[src/rtl/painterengine_gpu_framefetch_pkg.sv]
`default_nettype none
// =============================================================================
// Module      : painterengine_gpu_framefetch_pkg
// Description : Frame fetch state encodings, pixel-size codes and status word
//               layout shared by the fetch scheduler and its address generator.
// Revision    : 1.0 - initial release
// =============================================================================
package painterengine_gpu_framefetch_pkg;

    localparam logic [3:0] FETCH_STATE_IDLE       = 4'd0;
    localparam logic [3:0] FETCH_STATE_LATCH      = 4'd1;
    localparam logic [3:0] FETCH_STATE_CALC       = 4'd2;
    localparam logic [3:0] FETCH_STATE_WAIT_SPACE = 4'd3;
    localparam logic [3:0] FETCH_STATE_STREAM     = 4'd4;
    localparam logic [3:0] FETCH_STATE_ADVANCE    = 4'd5;
    localparam logic [3:0] FETCH_STATE_DONE       = 4'd6;
    localparam logic [3:0] FETCH_STATE_ERROR      = 4'd7;

    localparam logic BPP_SEL_4B = 1'b0;
    localparam logic BPP_SEL_2B = 1'b1;

    typedef struct packed {
        logic [21:0] reserved;
        logic [2:0]  retry_cnt;
        logic        busy;
        logic        error;
        logic        frame_done_sticky;
        logic [3:0]  state;
    } fetch_status_t;

    // Byte offset of a pixel index is index << shift.
    function automatic logic [1:0] pixel_shift(input logic bpp_sel);
        logic [1:0] shift;
        case (bpp_sel)
            BPP_SEL_2B: shift = 2'd1;
            BPP_SEL_4B: shift = 2'd2;
            default:    shift = 2'd2;
        endcase
        return shift;
    endfunction

endpackage
`default_nettype wire

[src/rtl/painterengine_gpu_framefetch_if.sv]
`default_nettype none
// =============================================================================
// Module      : painterengine_gpu_framefetch_if
// Description : Burst command / completion handshake between the frame fetch
//               scheduler (master) and the DMA reader (slave).
// Revision    : 1.0 - initial release
// =============================================================================
interface painterengine_gpu_framefetch_if;

    logic [31:0] o_wire_reader_address;
    logic [31:0] o_wire_reader_length;
    logic        o_wire_reader_resetn;
    logic        i_wire_reader_done;
    logic        i_wire_reader_error;

    modport master (
        output o_wire_reader_address,
        output o_wire_reader_length,
        output o_wire_reader_resetn,
        input  i_wire_reader_done,
        input  i_wire_reader_error
    );

    modport slave (
        input  o_wire_reader_address,
        input  o_wire_reader_length,
        input  o_wire_reader_resetn,
        output i_wire_reader_done,
        output i_wire_reader_error
    );

endinterface
`default_nettype wire

[src/rtl/painterengine_gpu_framefetch_addrgen.sv]
`default_nettype none
// =============================================================================
// Module      : painterengine_gpu_framefetch_addrgen
// Description : Line base / x / y counters with stride accumulation; produces
//               the start address and pixel length of each reader burst.
// Revision    : 1.0 - initial release
// =============================================================================
module painterengine_gpu_framefetch_addrgen #(
    parameter int BLOCK_SIZE = 64
) (
    input  logic        i_wire_clock,
    input  logic        i_wire_resetn,
    input  logic        i_wire_latch,
    input  logic        i_wire_load_burst,
    input  logic        i_wire_burst_done,
    input  logic        i_wire_advance,
    input  logic [31:0] i_wire_image_address,
    input  logic [31:0] i_wire_stride_bytes,
    input  logic [15:0] i_wire_clip_width,
    input  logic [15:0] i_wire_clip_height,
    input  logic        i_wire_bpp_sel,
    output logic [31:0] o_wire_burst_address,
    output logic [31:0] o_wire_burst_length,
    output logic        o_wire_line_end,
    output logic        o_wire_frame_end
);
    import painterengine_gpu_framefetch_pkg::*;

    localparam logic [15:0] c_block_size = 16'(BLOCK_SIZE);

    logic [31:0] r_line_base;
    logic [31:0] r_stride;
    logic [15:0] r_width;
    logic [15:0] r_height;
    logic        r_bpp_sel;
    logic [15:0] r_x;
    logic [15:0] r_y;
    logic [31:0] r_burst_address;
    logic [31:0] r_burst_length;

    logic [15:0] w_remaining;
    logic [15:0] w_chunk;
    logic [31:0] w_pixel_offset;

    always_comb begin
        w_remaining    = r_width - r_x;
        w_chunk        = (w_remaining < c_block_size) ? w_remaining : c_block_size;
        w_pixel_offset = {16'd0, r_x} << pixel_shift(r_bpp_sel);
    end

    // Frame end is judged on the line being finished, before y is bumped.
    assign o_wire_line_end      = (r_x == r_width);
    assign o_wire_frame_end     = (({1'b0, r_y} + 17'd1) == {1'b0, r_height});
    assign o_wire_burst_address = r_burst_address;
    assign o_wire_burst_length  = r_burst_length;

    always_ff @(posedge i_wire_clock) begin
        if (!i_wire_resetn) begin
            r_line_base     <= 32'd0;
            r_stride        <= 32'd0;
            r_width         <= 16'd0;
            r_height        <= 16'd0;
            r_bpp_sel       <= 1'b0;
            r_x             <= 16'd0;
            r_y             <= 16'd0;
            r_burst_address <= 32'd0;
            r_burst_length  <= 32'd0;
        end else if (i_wire_latch) begin
            r_line_base <= i_wire_image_address;
            r_stride    <= i_wire_stride_bytes;
            r_width     <= i_wire_clip_width;
            r_height    <= i_wire_clip_height;
            r_bpp_sel   <= i_wire_bpp_sel;
            r_x         <= 16'd0;
            r_y         <= 16'd0;
        end else begin
            if (i_wire_load_burst) begin
                r_burst_address <= r_line_base + w_pixel_offset;
                r_burst_length  <= {16'd0, w_chunk};
            end
            if (i_wire_burst_done) begin
                r_x <= r_x + r_burst_length[15:0];
            end
            if (i_wire_advance && o_wire_line_end) begin
                r_x         <= 16'd0;
                r_y         <= r_y + 16'd1;
                r_line_base <= r_line_base + r_stride;
            end
        end
    end

endmodule
`default_nettype wire

[src/rtl/painterengine_gpu_framefetch.sv]
`default_nettype none
// =============================================================================
// Module      : painterengine_gpu_framefetch
// Description : Schedules DMA reader bursts copying a clipped WxH rectangle
//               into the pixel FIFO, with retry, abort and per-frame restart.
// Revision    : 1.0 - initial release
// =============================================================================
module painterengine_gpu_framefetch #(
    parameter int BLOCK_SIZE       = 64,
    parameter int FIFO_COUNT_WIDTH = 8,
    parameter int MAX_RETRY        = 2
) (
    input  logic                        i_wire_clock,
    input  logic                        i_wire_resetn,
    input  logic                        i_wire_start,
    input  logic                        i_wire_abort,
    input  logic                        i_wire_continuous,
    input  logic                        i_wire_frame_sync,
    input  logic [31:0]                 i_wire_image_address,
    input  logic [31:0]                 i_wire_stride_bytes,
    input  logic [15:0]                 i_wire_clip_width,
    input  logic [15:0]                 i_wire_clip_height,
    input  logic                        i_wire_bpp_sel,
    input  logic [FIFO_COUNT_WIDTH-1:0] i_wire_fifo_free_count,
    painterengine_gpu_framefetch_if.master io_wire_reader,
    output logic                        o_wire_frame_done,
    output logic [31:0]                 o_wire_state
);
    import painterengine_gpu_framefetch_pkg::*;

    localparam logic [2:0] c_max_retry = 3'(MAX_RETRY);

    logic [3:0]  r_state;
    logic        r_reader_resetn;
    logic        r_frame_done;
    logic        r_frame_done_sticky;
    logic        r_error_sticky;
    logic [2:0]  r_retry_cnt;

    logic [3:0]  w_state_next;
    logic        w_restart;
    logic        w_empty;
    logic        w_space_ok;
    logic        w_latch;
    logic        w_load_burst;
    logic        w_burst_done;
    logic        w_advance;
    logic        w_frame_done_next;
    logic        w_retry_inc;
    logic        w_retry_clr;
    logic        w_line_end;
    logic        w_frame_end;
    logic [31:0] w_burst_address;
    logic [31:0] w_burst_length;
    fetch_status_t w_status;

    painterengine_gpu_framefetch_addrgen #(
        .BLOCK_SIZE (BLOCK_SIZE)
    ) u_addrgen (
        .i_wire_clock         (i_wire_clock),
        .i_wire_resetn        (i_wire_resetn),
        .i_wire_latch         (w_latch),
        .i_wire_load_burst    (w_load_burst),
        .i_wire_burst_done    (w_burst_done),
        .i_wire_advance       (w_advance),
        .i_wire_image_address (i_wire_image_address),
        .i_wire_stride_bytes  (i_wire_stride_bytes),
        .i_wire_clip_width    (i_wire_clip_width),
        .i_wire_clip_height   (i_wire_clip_height),
        .i_wire_bpp_sel       (i_wire_bpp_sel),
        .o_wire_burst_address (w_burst_address),
        .o_wire_burst_length  (w_burst_length),
        .o_wire_line_end      (w_line_end),
        .o_wire_frame_end     (w_frame_end)
    );

    assign w_empty    = (i_wire_clip_width == 16'd0) || (i_wire_clip_height == 16'd0);
    assign w_space_ok = (32'(i_wire_fifo_free_count) >= w_burst_length);
    assign w_restart  = ((r_state == FETCH_STATE_IDLE) && i_wire_start) ||
                        ((r_state == FETCH_STATE_DONE) && i_wire_continuous && i_wire_frame_sync);

    always_comb begin
        w_state_next      = r_state;
        w_latch           = 1'b0;
        w_load_burst      = 1'b0;
        w_burst_done      = 1'b0;
        w_advance         = 1'b0;
        w_frame_done_next = 1'b0;
        w_retry_inc       = 1'b0;
        w_retry_clr       = 1'b0;
        case (r_state)
            FETCH_STATE_IDLE: ;
            // Address/length are refreshed in both LATCH and CALC so CALC also
            // serves the path back from ADVANCE.
            FETCH_STATE_LATCH: begin
                w_load_burst = 1'b1;
                w_state_next = FETCH_STATE_CALC;
            end
            FETCH_STATE_CALC: begin
                w_load_burst = 1'b1;
                w_state_next = FETCH_STATE_WAIT_SPACE;
            end
            FETCH_STATE_WAIT_SPACE: begin
                if (w_space_ok) w_state_next = FETCH_STATE_STREAM;
            end
            FETCH_STATE_STREAM: begin
                if (io_wire_reader.i_wire_reader_error) begin
                    if (r_retry_cnt < c_max_retry) begin
                        w_retry_inc  = 1'b1;
                        w_state_next = FETCH_STATE_WAIT_SPACE;
                    end else begin
                        w_state_next = FETCH_STATE_ERROR;
                    end
                end else if (io_wire_reader.i_wire_reader_done) begin
                    w_burst_done = 1'b1;
                    w_retry_clr  = 1'b1;
                    w_state_next = FETCH_STATE_ADVANCE;
                end
            end
            FETCH_STATE_ADVANCE: begin
                w_advance = 1'b1;
                if (w_line_end && w_frame_end) begin
                    w_state_next      = FETCH_STATE_DONE;
                    w_frame_done_next = 1'b1;
                end else begin
                    w_state_next = FETCH_STATE_CALC;
                end
            end
            FETCH_STATE_DONE: begin
                if (!i_wire_continuous) w_state_next = FETCH_STATE_IDLE;
            end
            FETCH_STATE_ERROR: ;
            default: w_state_next = FETCH_STATE_IDLE;
        endcase

        if (w_restart) begin
            w_latch     = 1'b1;
            w_retry_clr = 1'b1;
            if (w_empty) begin
                w_state_next      = FETCH_STATE_DONE;
                w_frame_done_next = 1'b1;
            end else begin
                w_state_next = FETCH_STATE_LATCH;
            end
        end

        // Abort overrides every other request in the same cycle.
        if (i_wire_abort) begin
            w_state_next      = FETCH_STATE_IDLE;
            w_latch           = 1'b0;
            w_load_burst      = 1'b0;
            w_burst_done      = 1'b0;
            w_advance         = 1'b0;
            w_frame_done_next = 1'b0;
            w_retry_inc       = 1'b0;
            w_retry_clr       = 1'b1;
        end
    end

    always_ff @(posedge i_wire_clock) begin
        if (!i_wire_resetn) begin
            r_state             <= FETCH_STATE_IDLE;
            r_reader_resetn     <= 1'b0;
            r_frame_done        <= 1'b0;
            r_frame_done_sticky <= 1'b0;
            r_error_sticky      <= 1'b0;
            r_retry_cnt         <= 3'd0;
        end else begin
            r_state         <= w_state_next;
            r_reader_resetn <= (w_state_next == FETCH_STATE_STREAM);
            r_frame_done    <= w_frame_done_next;
            if (w_retry_clr)      r_retry_cnt <= 3'd0;
            else if (w_retry_inc) r_retry_cnt <= r_retry_cnt + 3'd1;
            if (w_frame_done_next) r_frame_done_sticky <= 1'b1;
            else if (w_latch)      r_frame_done_sticky <= 1'b0;
            if (w_state_next == FETCH_STATE_ERROR) r_error_sticky <= 1'b1;
            else if (w_latch)                      r_error_sticky <= 1'b0;
        end
    end

    always_comb begin
        w_status                   = '0;
        w_status.retry_cnt         = r_retry_cnt;
        w_status.busy              = (r_state != FETCH_STATE_IDLE) &&
                                     (r_state != FETCH_STATE_DONE) &&
                                     (r_state != FETCH_STATE_ERROR);
        w_status.error             = r_error_sticky;
        w_status.frame_done_sticky = r_frame_done_sticky;
        w_status.state             = r_state;
    end

    assign o_wire_state                         = w_status;
    assign o_wire_frame_done                    = r_frame_done;
    assign io_wire_reader.o_wire_reader_address = w_burst_address;
    assign io_wire_reader.o_wire_reader_length  = w_burst_length;
    assign io_wire_reader.o_wire_reader_resetn  = r_reader_resetn;

endmodule
`default_nettype wire
[src/flat_wrapper.sv]
// flat-port wrapper written by rule: the top's interface ports become plain ports
module painterengine_gpu_framefetch_flat import painterengine_gpu_framefetch_pkg::*;
#(
    parameter int BLOCK_SIZE       = 64,
    parameter int FIFO_COUNT_WIDTH = 8,
    parameter int MAX_RETRY        = 2
)
  (i_wire_clock, i_wire_resetn, i_wire_start, i_wire_abort, i_wire_continuous, i_wire_frame_sync, i_wire_image_address, i_wire_stride_bytes, i_wire_clip_width, i_wire_clip_height, i_wire_bpp_sel, i_wire_fifo_free_count, o_wire_frame_done, o_wire_state, io_wire_reader_o_wire_reader_address, io_wire_reader_o_wire_reader_length, io_wire_reader_o_wire_reader_resetn, io_wire_reader_i_wire_reader_done, io_wire_reader_i_wire_reader_error);
  painterengine_gpu_framefetch_if io_wire_reader_i ();
  input  logic i_wire_clock;
  input  logic i_wire_resetn;
  input  logic i_wire_start;
  input  logic i_wire_abort;
  input  logic i_wire_continuous;
  input  logic i_wire_frame_sync;
  input  logic [31:0] i_wire_image_address;
  input  logic [31:0] i_wire_stride_bytes;
  input  logic [15:0] i_wire_clip_width;
  input  logic [15:0] i_wire_clip_height;
  input  logic i_wire_bpp_sel;
  input  logic [FIFO_COUNT_WIDTH-1:0] i_wire_fifo_free_count;
  output logic o_wire_frame_done;
  output logic [31:0] o_wire_state;
  output wire logic [$bits(io_wire_reader_i.o_wire_reader_address)-1:0] io_wire_reader_o_wire_reader_address;
  output wire logic [$bits(io_wire_reader_i.o_wire_reader_length)-1:0] io_wire_reader_o_wire_reader_length;
  output wire logic [$bits(io_wire_reader_i.o_wire_reader_resetn)-1:0] io_wire_reader_o_wire_reader_resetn;
  input wire logic [$bits(io_wire_reader_i.i_wire_reader_done)-1:0] io_wire_reader_i_wire_reader_done;
  input wire logic [$bits(io_wire_reader_i.i_wire_reader_error)-1:0] io_wire_reader_i_wire_reader_error;
  assign io_wire_reader_o_wire_reader_address = io_wire_reader_i.o_wire_reader_address;
  assign io_wire_reader_o_wire_reader_length = io_wire_reader_i.o_wire_reader_length;
  assign io_wire_reader_o_wire_reader_resetn = io_wire_reader_i.o_wire_reader_resetn;
  assign io_wire_reader_i.i_wire_reader_done = io_wire_reader_i_wire_reader_done;
  assign io_wire_reader_i.i_wire_reader_error = io_wire_reader_i_wire_reader_error;
  painterengine_gpu_framefetch #(.BLOCK_SIZE(BLOCK_SIZE), .FIFO_COUNT_WIDTH(FIFO_COUNT_WIDTH), .MAX_RETRY(MAX_RETRY)) u_core (.i_wire_clock(i_wire_clock), .i_wire_resetn(i_wire_resetn), .i_wire_start(i_wire_start), .i_wire_abort(i_wire_abort), .i_wire_continuous(i_wire_continuous), .i_wire_frame_sync(i_wire_frame_sync), .i_wire_image_address(i_wire_image_address), .i_wire_stride_bytes(i_wire_stride_bytes), .i_wire_clip_width(i_wire_clip_width), .i_wire_clip_height(i_wire_clip_height), .i_wire_bpp_sel(i_wire_bpp_sel), .i_wire_fifo_free_count(i_wire_fifo_free_count), .io_wire_reader(io_wire_reader_i), .o_wire_frame_done(o_wire_frame_done), .o_wire_state(o_wire_state));
endmodule
[config.mk]
export PLATFORM = sky130hd
export DESIGN_NAME = painterengine_gpu_framefetch_flat
export DESIGN_NICKNAME = d
export VERILOG_FILES = /design/src/rtl/painterengine_gpu_framefetch_pkg.sv /design/src/rtl/painterengine_gpu_framefetch_if.sv /design/src/rtl/painterengine_gpu_framefetch_addrgen.sv /design/src/rtl/painterengine_gpu_framefetch.sv /design/src/flat_wrapper.sv
export SDC_FILE = /design/constraint.sdc
export NUM_CORES = 1
export LEC_CHECK = 0
export CAP_MARGIN = 15
export CORE_MARGIN = 4
export CORE_UTILIZATION = 30
export CTS_CLUSTER_SIZE = 30
export DETAILED_ROUTE_END_ITERATION = 6
export SLEW_MARGIN = 30
export SYNTH_ARGS = -nofsm -noshare
export SYNTH_HDL_FRONTEND = slang
export SYNTH_SLANG_ARGS = --single-unit
[constraint.sdc]
create_clock -name i_wire_clock -period 8.1 [get_ports i_wire_clock]
set_input_delay 1.62 -clock i_wire_clock [delete_from_list [all_inputs] [get_ports i_wire_clock]]
set_output_delay 1.62 -clock i_wire_clock [all_outputs]
set_load 0.01 [all_outputs]
==> flow_metrics.tcl <==
set metrics [dict create \
    status "complete, no violations" \
    place_area_um2 14200 \
    critical_path.endpoint "u_core.u_addrgen.r_y[3]$_SDFFE_PP0P_" \
    drt-initial-drc-count 755 \
    crit_path_end_kind "register" \
    min_path_cells 2 \
    start_kind "input pin" \
    clkSinkCount 188 \
    synthFlopType "dfxtp_1" \
    postLayoutCellArea_um2 14800 \
    layout_setup_ws_ns 3.92 \
    finalSetupTns_ns 0 \
    place_hpwl_mm 29.6 \
    syn_avg_cell_area_um2 7.60 \
    rows 73 \
    required_ns 8.46 \
    cts_buffers 17 \
    slew_headroom_pct 38.7 \
    pwr-share-clk_pct 39.4 \
    place_congestion 0.877 \
    r2r_start "u_core.u_addrgen.r_bpp_sel$_SDFFE_PN0P_" \
    cts_htree_levels 4 \
    finalCriticalPeriod_ns 4.18 \
    yosysWarnings 0 \
    min-delay-start "u_core.u_addrgen.r_width[0]$_SDFFE_PN0P_" \
    grt_max_degree 84 \
    grt_pass1_vias 10875 \
    switching_share_pct 28.8 \
    postCtsSetupBuffers 0 \
    firstDrtPassIters 5 \
    overflow 0 \
    drive_gt1_share_pct 3.73 \
    skew_ns 0.0153 \
    grt_use_total_pct 16.9 \
    critPathArrivalTime_ns 4.54 \
    routed_wl_mm 38.1 \
    coreArea_um2 39900 \
    cts_buffer_depth 2 \
    regToRegSetupSlack_ns 4.23 \
    slew_violations 0 \
    p_leak_nw 5.60 \
    grt_pass1_wl_mm 60.0 \
    period_share_pct 51.6 \
    cts_hold_buf 0 \
    post-place-ws_ns 3.53 \
    cts_tree "done" \
    fp.dieArea_um2 43800 \
    synth_edf_count 0 \
    path_clk_slew_ns 0.08 \
    io_pins 211 \
    io_buffers 172 \
    worst-path-max-fanout 83 \
    final_antenna_net_count 0 \
    die_w_um 209 \
    max_freq_mhz 239 \
    tightest_slew_ns 0.920 \
    hp-class "reg -> reg" \
    p_per_area_nw_per_um2 141 \
    grt_antenna_before_repair 0 \
    wl_per_cell_um 16.8 \
    async_reset_ff_share_pct 0 \
    r2r-end "u_core.u_addrgen.o_wire_burst_address[31]$_SDFFE_PN0P_" \
    synth-seq-cells 188 \
    drv_cap 0 \
    p_sw_mw 0.601 \
    cts_resized 0 \
    start_util_pct 30.5 \
    syn2layout_area_growth_pct 21.6 \
    syn-cell-area_um2 12200 \
    p_seq_share_pct 46.8 \
    grt_setup_unrepaired "no" \
    synth_cells 1600 \
    avgViaCountPerCell 5.05 \
    peakVddDrop_uv 119 \
    die_height_um 209 \
    pwr-share-comb_pct 13.9 \
    drc_errors 0 \
    finalNetCount 1936 \
    hold_viol 0 \
    p_int_mw 1.48 \
    diodes 0 \
    vias 11441 \
    setup_violations 0 \
    yosysSeqAreaShare_pct 31.0 \
    setup.worst_path.start "i_wire_abort" \
    ys_types 76 \
    root_buffer "clkbuf_16" \
    reg2reg_depth 12 \
    clock_latency_ns 0.45 \
    p_total_mw 2.09 \
    crit_type "in -> reg" \
]
-- cells by family after synthesis --
kind of cell	Yosys count	share of synthesized area, %
compound gates	443	22.6
xor+xnor	104	7.49
fa+ha+maj	94	9.92
buf+inv	170	6.52
flops	188	31.0
mux	3	0.257
other cells	1	0.0309
simple gates	597	22.2
-- flip-flops by register name (all words and copies together) (netlist names), 3 cells and up --
name and flops:
u_core.u_addrgen.o_wire_burst_address 32, u_core.u_addrgen.r_line_base 32, u_core.u_addrgen.r_stride 32, u_core.u_addrgen.o_wire_burst_length 16, u_core.u_addrgen.r_height 16, u_core.u_addrgen.r_width 16
u_core.u_addrgen.r_x 16, u_core.u_addrgen.r_y 16, u_core.r_state 4, u_core.r_retry_cnt 3
-- layout make-up --
cell class	instances	area [um2]
repair buffers	180	1790
clock buffers	17	425
multi-input cells	1282	7780
clock inverters	15	134
fillers	4157	25100
inverters	60	228
well taps	525	657
flip-flops and latches	188	3760
-- placed cells by master, fill, tap and decap left out, types with 22 or more instances in the layout --
cell type,count
nand2_1,295
a21oi_1,193
dfxtp_1,188
clkdlybuf4s50_1,172
nor2_1,106
ha_1,90
xnor2_1,75
o21ai_0,65
inv_1,57
conb_1,41
nand3_1,37
nor3_1,31
xor2_1,29
or3_1,23
a21o_1,22
o21ai_1,22
-- per-stage QoR --
step                      hold WS, ns  std cells  utilization (%)
final                           0.456       2267             37.0
after CTS                       0.460       2267             37.0
after global routing            0.482       2267             37.0
after global placement          0.447       2234             35.6
after floorplan                 0.436       1640                -
after detailed placement        0.448       2235             35.6
-- power by group through the flow --
stage                     sequential (mW)  clock (mW)  combinational (mW)
after detailed placement            0.997           0               0.286
after floorplan                     0.984           0               0.189
after CTS                           0.975       0.835               0.288
after global placement              0.996           0               0.284
after global routing                0.978       0.866               0.322
final                               0.975       0.821               0.289
-- metal layers --
metal | track usage (%) | vias up | wire length, um | share of wire (%)
li1 | - | 5817 | - | -
met1 | 23.1 | 5313 | 18000 | 47
met2 | 27.6 | 279 | 17600 | 46
met3 | 2.60 | 32 | 1720 | 4.5
met4 | 4.64 | 0 | 791 | 2.1
met5 | 0 | - | 0 | 0
-- how the worst min path moves through the flow --
stage,endpoint,slack (ns)
after floorplan,u_core.u_addrgen.r_width[0]$_SDFFE_PN0P_,0.44
after global placement,u_core.u_addrgen.o_wire_burst_address[0]$_SDFFE_PN0P_,0.45
after detailed placement,u_core.u_addrgen.o_wire_burst_address[6]$_SDFFE_PN0P_,0.45
after CTS,u_core.u_addrgen.o_wire_burst_address[6]$_SDFFE_PN0P_,0.46
after global routing,u_core.u_addrgen.o_wire_burst_address[15]$_SDFFE_PN0P_,0.48
final,u_core.u_addrgen.r_width[0]$_SDFFE_PN0P_,0.46
-- worst max-delay path, cell delays in order --
cell             delay (ns)
clkdlybuf4s50_1        0.89
or3_4                  0.52
buf_4                  0.70
nand2_1                0.54
a21oi_1                0.25
-- cells in the mapped netlist (all sizes together), types with 16 or more instances --
| library cell | number | area [um2] |
|---|---|---|
| o31ai | 16 | 139 |
| ha | 90 | 1130 |
| buf | 45 | 322 |
| nor3 | 35 | 191 |
| a21o | 22 | 165 |
| or3 | 24 | 150 |
| a211oi | 22 | 170 |
| nand3 | 38 | 195 |
| o21ai | 87 | 435 |
| nand2 | 295 | 1110 |
| and3 | 17 | 106 |
| xnor2 | 75 | 657 |
| xor2 | 29 | 254 |
| nor2 | 106 | 398 |
| inv | 59 | 221 |
| a21oi | 193 | 966 |
| nand4 | 16 | 100 |
| dfxtp | 188 | 3760 |
| clkbuf | 65 | 244 |
Power figures use the tool's default switching activity.
